**src/rtl/sha1_pkg.sv**
```systemverilog
// sha1_pkg: shared SHA-1 widths, padder state encoding and byte-mask helper.
package sha1_pkg;

    localparam int BlockWidth = 512;
    localparam int WordWidth  = 32;
    localparam int LenWidth   = 64;

    typedef enum logic [1:0] {ABSORB, FULL, PAD1, FINAL} sha1_pad_state_e;

    // Keeps the first b bytes (big-endian) of a word; b >= 4 keeps the whole word.
    function automatic logic [WordWidth-1:0] byte_mask(input logic [2:0] b);
        return b >= 3'd4 ? {WordWidth{1'b1}} : ~({WordWidth{1'b1}} >> {b, 3'b000});
    endfunction

endpackage

```
**src/rtl/sha1_padder.sv**
```systemverilog
// sha1_padder: packs a 32-bit big-endian word stream into FIPS 180-4 padded 512-bit blocks.
module sha1_padder
    import sha1_pkg::*;
(
    input  logic                  clk_i,
    input  logic                  rst_ni,
    input  logic [WordWidth-1:0]  msg_data_i,
    input  logic                  msg_valid_i,
    input  logic                  msg_last_i,
    input  logic [2:0]            msg_bytes_i,
    output logic                  msg_ready_o,
    output logic [BlockWidth-1:0] block_o,
    output logic                  block_valid_o,
    output logic                  block_last_o,
    input  logic                  block_ready_i,
    output logic                  error_o
);

    sha1_pad_state_e       state;
    logic [3:0]            idx;
    logic [LenWidth-1:0]   len;
    logic [LenWidth-1:0]   len_new;
    logic                  pend;
    logic [2:0]            b;
    logic [6:0]            p;
    logic [BlockWidth-1:0] nb;
    logic                  acc;
    logic                  out_hs;

    assign msg_ready_o = state == ABSORB;
    assign acc         = msg_valid_i && msg_ready_o;
    assign out_hs      = block_valid_o && block_ready_i;
    assign b           = msg_bytes_i > 3'd4 ? 3'd4 : msg_bytes_i;
    assign p           = {1'b0, idx, 2'b00} + {4'b0000, b};
    assign len_new     = len + (msg_last_i ? LenWidth'({b, 3'b000}) : LenWidth'(32));

    // The buffer and block_o are the same register: it is only observed while valid.
    always_comb begin
        nb = block_o;
        nb[BlockWidth-1-WordWidth*int'(idx) -: WordWidth] = msg_last_i ? msg_data_i & byte_mask(b) : msg_data_i;
        if (msg_last_i && p < 7'd64) nb[BlockWidth-1-8*int'(p) -: 8] = 8'h80;
        if (msg_last_i && p <= 7'd55) nb[LenWidth-1:0] = len_new;
    end

    always_ff @(posedge clk_i or negedge rst_ni) begin
        if (!rst_ni) begin
            state         <= ABSORB;
            idx           <= '0;
            len           <= '0;
            pend          <= 1'b0;
            block_o       <= '0;
            block_valid_o <= 1'b0;
            block_last_o  <= 1'b0;
            error_o       <= 1'b0;
        end else begin
            case (state)
                ABSORB: if (acc) begin
                    block_o <= nb;
                    len     <= len_new;
                    idx     <= idx + 4'd1;
                    if (msg_last_i) begin
                        error_o       <= error_o || msg_bytes_i > 3'd4;
                        pend          <= p == 7'd64;
                        state         <= p <= 7'd55 ? FINAL : PAD1;
                        block_valid_o <= 1'b1;
                        block_last_o  <= p <= 7'd55;
                    end else if (idx == 4'd15) begin
                        state         <= FULL;
                        block_valid_o <= 1'b1;
                        block_last_o  <= 1'b0;
                    end
                end
                FULL: if (out_hs) begin
                    block_o       <= '0;
                    idx           <= '0;
                    block_valid_o <= 1'b0;
                    state         <= ABSORB;
                end
                // Length-only block; carries the marker when the message filled the previous block exactly.
                PAD1: if (out_hs) begin
                    block_o      <= {(pend ? 8'h80 : 8'h00), {(BlockWidth-8-LenWidth){1'b0}}, len};
                    block_last_o <= 1'b1;
                    state        <= FINAL;
                end
                FINAL: if (out_hs) begin
                    block_o       <= '0;
                    idx           <= '0;
                    len           <= '0;
                    pend          <= 1'b0;
                    block_valid_o <= 1'b0;
                    block_last_o  <= 1'b0;
                    state         <= ABSORB;
                end
            endcase
        end
    end

endmodule

```
**config.mk**
```make
export PLATFORM = sky130hd
export DESIGN_NAME = sha1_padder
export DESIGN_NICKNAME = d
export VERILOG_FILES = /design/src/rtl/sha1_pkg.sv /design/src/rtl/sha1_padder.sv
export SDC_FILE = /design/constraint.sdc
export NUM_CORES = 1
export LEC_CHECK = 0
export CAP_MARGIN = 20
export CORE_MARGIN = 2
export CORE_UTILIZATION = 28
export CTS_CLUSTER_DIAMETER = 60
export DETAILED_ROUTE_END_ITERATION = 7
export GPL_ROUTABILITY_DRIVEN = 0
export PLACE_DENSITY = 0.54
export SLEW_MARGIN = 20
export SYNTH_ARGS = -nofsm -noshare
export SYNTH_HDL_FRONTEND = slang
export SYNTH_SLANG_ARGS = --single-unit
```
**constraint.sdc**
```tcl
create_clock -name clk_i -period 8.44 [get_ports clk_i]
set_input_delay 1.688 -clock clk_i [delete_from_list [all_inputs] [get_ports clk_i]]
set_output_delay 1.688 -clock clk_i [all_outputs]
set_load 0.02 [all_outputs]
```
==> results.yml <==
cells_and_area:
  finish.utilization: 0.383
  layout_common_cells: "sky130_fd_sc_hd__dfrtp_1, sky130_fd_sc_hd__clkdlybuf4s50_1, sky130_fd_sc_hd__nand2_1, sky130_fd_sc_hd__o21ai_0, sky130_fd_sc_hd__o2bb2ai_1"
  final_common_cell: "sky130_fd_sc_hd__dfrtp_1"
  synthToLayoutAreaGrowth_pct: 35.5
  drive_above_1_share: 0.0698
  stdcell_area_sq_um: 36400
  fin_nets: 3205
  fin_cells: 4479
die:
  die-height_um: 314
  floorplan.rows: 113
  floorplan.die_area_sq_um: 98500
  core_area_sq_um: 95200
  top_level_ports: 556
  die_width_um: 314
  initial_utilization: 0.283
detailed_routing:
  post_drt_via_cell_ratio: 5.73
  dr_total_vias: 25700
  first_pass_iteration_count_of_the_detailed_router: 6
  drt-total-wl_mm: 134
  wl_per_cell_um: 29.9
  drt_drc_violations_left: 0
  postRouteAntennaNets: 0
  detail_route.iter0.violations: 2721
power_and_ir_drop:
  clock_network_power_share: 0.336
  seqPwrFrac: 0.335
  vdd_ir_drop_max_mv: 0.128
  internal_power_mw: 5.77
  power-per-cell-area_nw_per_um2: 264
  power.switching_mw: 3.86
  power.switching_fraction: 0.401
  comb_power_share: 0.328
  total_leakage_power_nw: 14.6
logic_synthesis:
  synthesis.area_sq_um: 26900
  syn_nets: 2698
  synth_enable_flop_cells: 0
  number_of_warnings_issued_by_yosys: 0
  synth.ff_latch_count: 583
  yosysUniqueCellTypes: 76
  synthFlopType: "sky130_fd_sc_hd__dfrtp_1"
  synthDominantCellAreaShare: 0.543
  ys_top_cells_by_area: "sky130_fd_sc_hd__dfrtp_1, sky130_fd_sc_hd__o2bb2ai_1, sky130_fd_sc_hd__a32o_1"
  synthArstFlopShare: 1.00
  synthesis.area_per_instance_sq_um: 10.2
  share_of_synthesized_area_occupied_by_flip_flops_and_latches: 0.543
  post_synth_inst_count: 2646
  netlist.top_cell.by_area: "sky130_fd_sc_hd__dfrtp_1"
timing:
  setup-violations-final: 0
  timing.final.hold_violations: 0
  grt_setup_unrepaired: "no"
  clock_skew_ns: 0.0381
  max_slew_margin: 0.196
  layout_setup_ws_ns: 2.45
  timing.setup.tns_ns: 0
  fin_crit_sh: 0.710
  tightest_slew_ns: 1.20
  fmax_ghz: 0.167
  timing.final.crit_period_ns: 5.99
  slew_violations: 0
status:
  outcome: "completed"
global_routing:
  grt.overflow.total: 0
  grt.total_usage: 0.264
  via_count_of_the_first_global_routing_pass: 25000
  number_of_antenna_violations_at_the_first_check_in_global_routing: 8
  grt_pass1_wl_mm: 190
  grt_max_degree: 149
worst_setup_path:
  setup.worst_path.start_class: "primary input"
  cp.required_ns: 8.94
  critPathMaxFanout: 12
  critical_path_class: "primary input to register"
  setup.worst_path.end_class: "register"
  crit_arrival_ns: 6.49
clocking:
  cts_hold_repair.buffers: 0
  max-clock-path-buffers: 3
  clkTransAtPathRegs_ns: 0.06
  cts-root-buf: "sky130_fd_sc_hd__clkbuf_16"
  cts.repair_timing.setup_buffer_count: 0
  post_cts_resize_count: 0
  cts_buffers: 72
  clk-insertion-delay-late_ns: 0.63
  cts_tree: "done"
  cts.sink_count: 583
  clock_tree.htree_level_count: 3
hold_path:
  hold_path.class: "register to register"
flow_run:
  timing.max_cap.violations: 0
placement:
  placement.io_buffers: 555
  dpl.hpwl_mm: 96.3
  preCtsSetupSlack_ns: 1.88
  placedInstanceArea_sq_um: 34000
  placedCellCount: 4344
-- metrics by stage --
| step | total power [mW] | hold slack [ns] |
|---|---|---|
| 3_5_place_dp | 6.40 | 0.466 |
| 4_1_cts | 9.65 | 0.480 |
| 2_1_floorplan | 4.81 | 0.479 |
| 3_3_place_gp | 6.39 | 0.461 |
| 5_1_grt | 9.99 | 0.496 |
| 6_report | 9.63 | 0.477 |
-- cell families after synthesis --
group           share of synthesized area
fa+ha+maj                         0.00586
flops                               0.543
compound gates                      0.268
xor+xnor                           0.0137
mux                               0.00158
buf+inv                            0.0297
simple gates                        0.138
-- critical path, stage by stage --
cell                              delay [ns]
sky130_fd_sc_hd__clkdlybuf4s50_1        0.80
sky130_fd_sc_hd__nor2b_1                0.76
sky130_fd_sc_hd__and2_1                 0.25
sky130_fd_sc_hd__ha_1                   0.24
sky130_fd_sc_hd__fa_1                   0.28
sky130_fd_sc_hd__a21oi_2                0.13
sky130_fd_sc_hd__or4_1                  0.87
sky130_fd_sc_hd__nor4_2                 1.01
sky130_fd_sc_hd__a21oi_1                0.17
sky130_fd_sc_hd__o21ai_0                0.19
sky130_fd_sc_hd__o21ai_0                0.10
-- final timing paths --
| kind | cells after the start | slack (ns) | from | to |
|---|---|---|---|---|
| max | 11 | 2.45 | msg_last_i | len[59]$_DFFE_PN0P_ |
| min | 1 | 0.48 | error_o$_DFFE_PN0P_ | error_o$_DFFE_PN0P_ |
| max reg2reg | 9 | 4.27 | idx[0]$_DFFE_PN0P_ | block_o[61]$_DFFE_PN0P_ |
| min reg2reg | 1 | 0.48 | error_o$_DFFE_PN0P_ | error_o$_DFFE_PN0P_ |
| max in group asynchronous | 2 | 5.89 | rst_ni | block_o[332]$_DFFE_PN0P_ |
| min in group asynchronous | 1 | 1.14 | rst_ni | block_o[416]$_DFFE_PN0P_ |
-- cell usage after synthesis, drive strengths merged (22+ instances only) --
cell,instances
and3,31
nor4,22
nor2,166
dfrtp,583
nand2,336
o2bb2ai,164
nand3,90
a32o,133
clkbuf,150
o31ai,28
a22o,88
o22ai,63
buf,35
nor3,47
xnor2,22
o211ai,23
o21ai,299
nand4,24
a21oi,96
-- area by class of cell --
cell class,count,area (sq um)
Clock inverter,24,289
Inverter,18,67.6
Sequential cell,583,14600
Clock buffer,106,2160
Fill cell,9577,58700
Timing Repair Buffer,618,6080
Antenna cell,5,12.5
Multi-Input combinational cell,1860,11600
Tap cell,1265,1580
-- registers in the layout, summed over array words and instances, names as in the netlist --
signal / count
len: 61
block_valid_o: 1
error_o: 1
pend: 1
state: 2
block_last_o: 1
block_o: 512
idx: 4
-- metal layers --
layer / global-route usage / wire, um
met5: 0 / 29
met1: 0.330 / 53100
met2: 0.434 / 64400
met3: 0.0705 / 11200
met4: 0.104 / 5220
-- power groups by stage --
| stage | Clock, mW | Sequential [mW] | Combinational [mW] |
|---|---|---|---|
| after floorplan | 0 | 3.41 | 1.40 |
| after global placement | 0 | 3.27 | 3.13 |
| after detailed placement | 0 | 3.27 | 3.13 |
| after CTS | 3.29 | 3.22 | 3.14 |
| after global routing | 3.40 | 3.25 | 3.34 |
| final | 3.24 | 3.23 | 3.16 |
(Power assumes the default switching activity.)
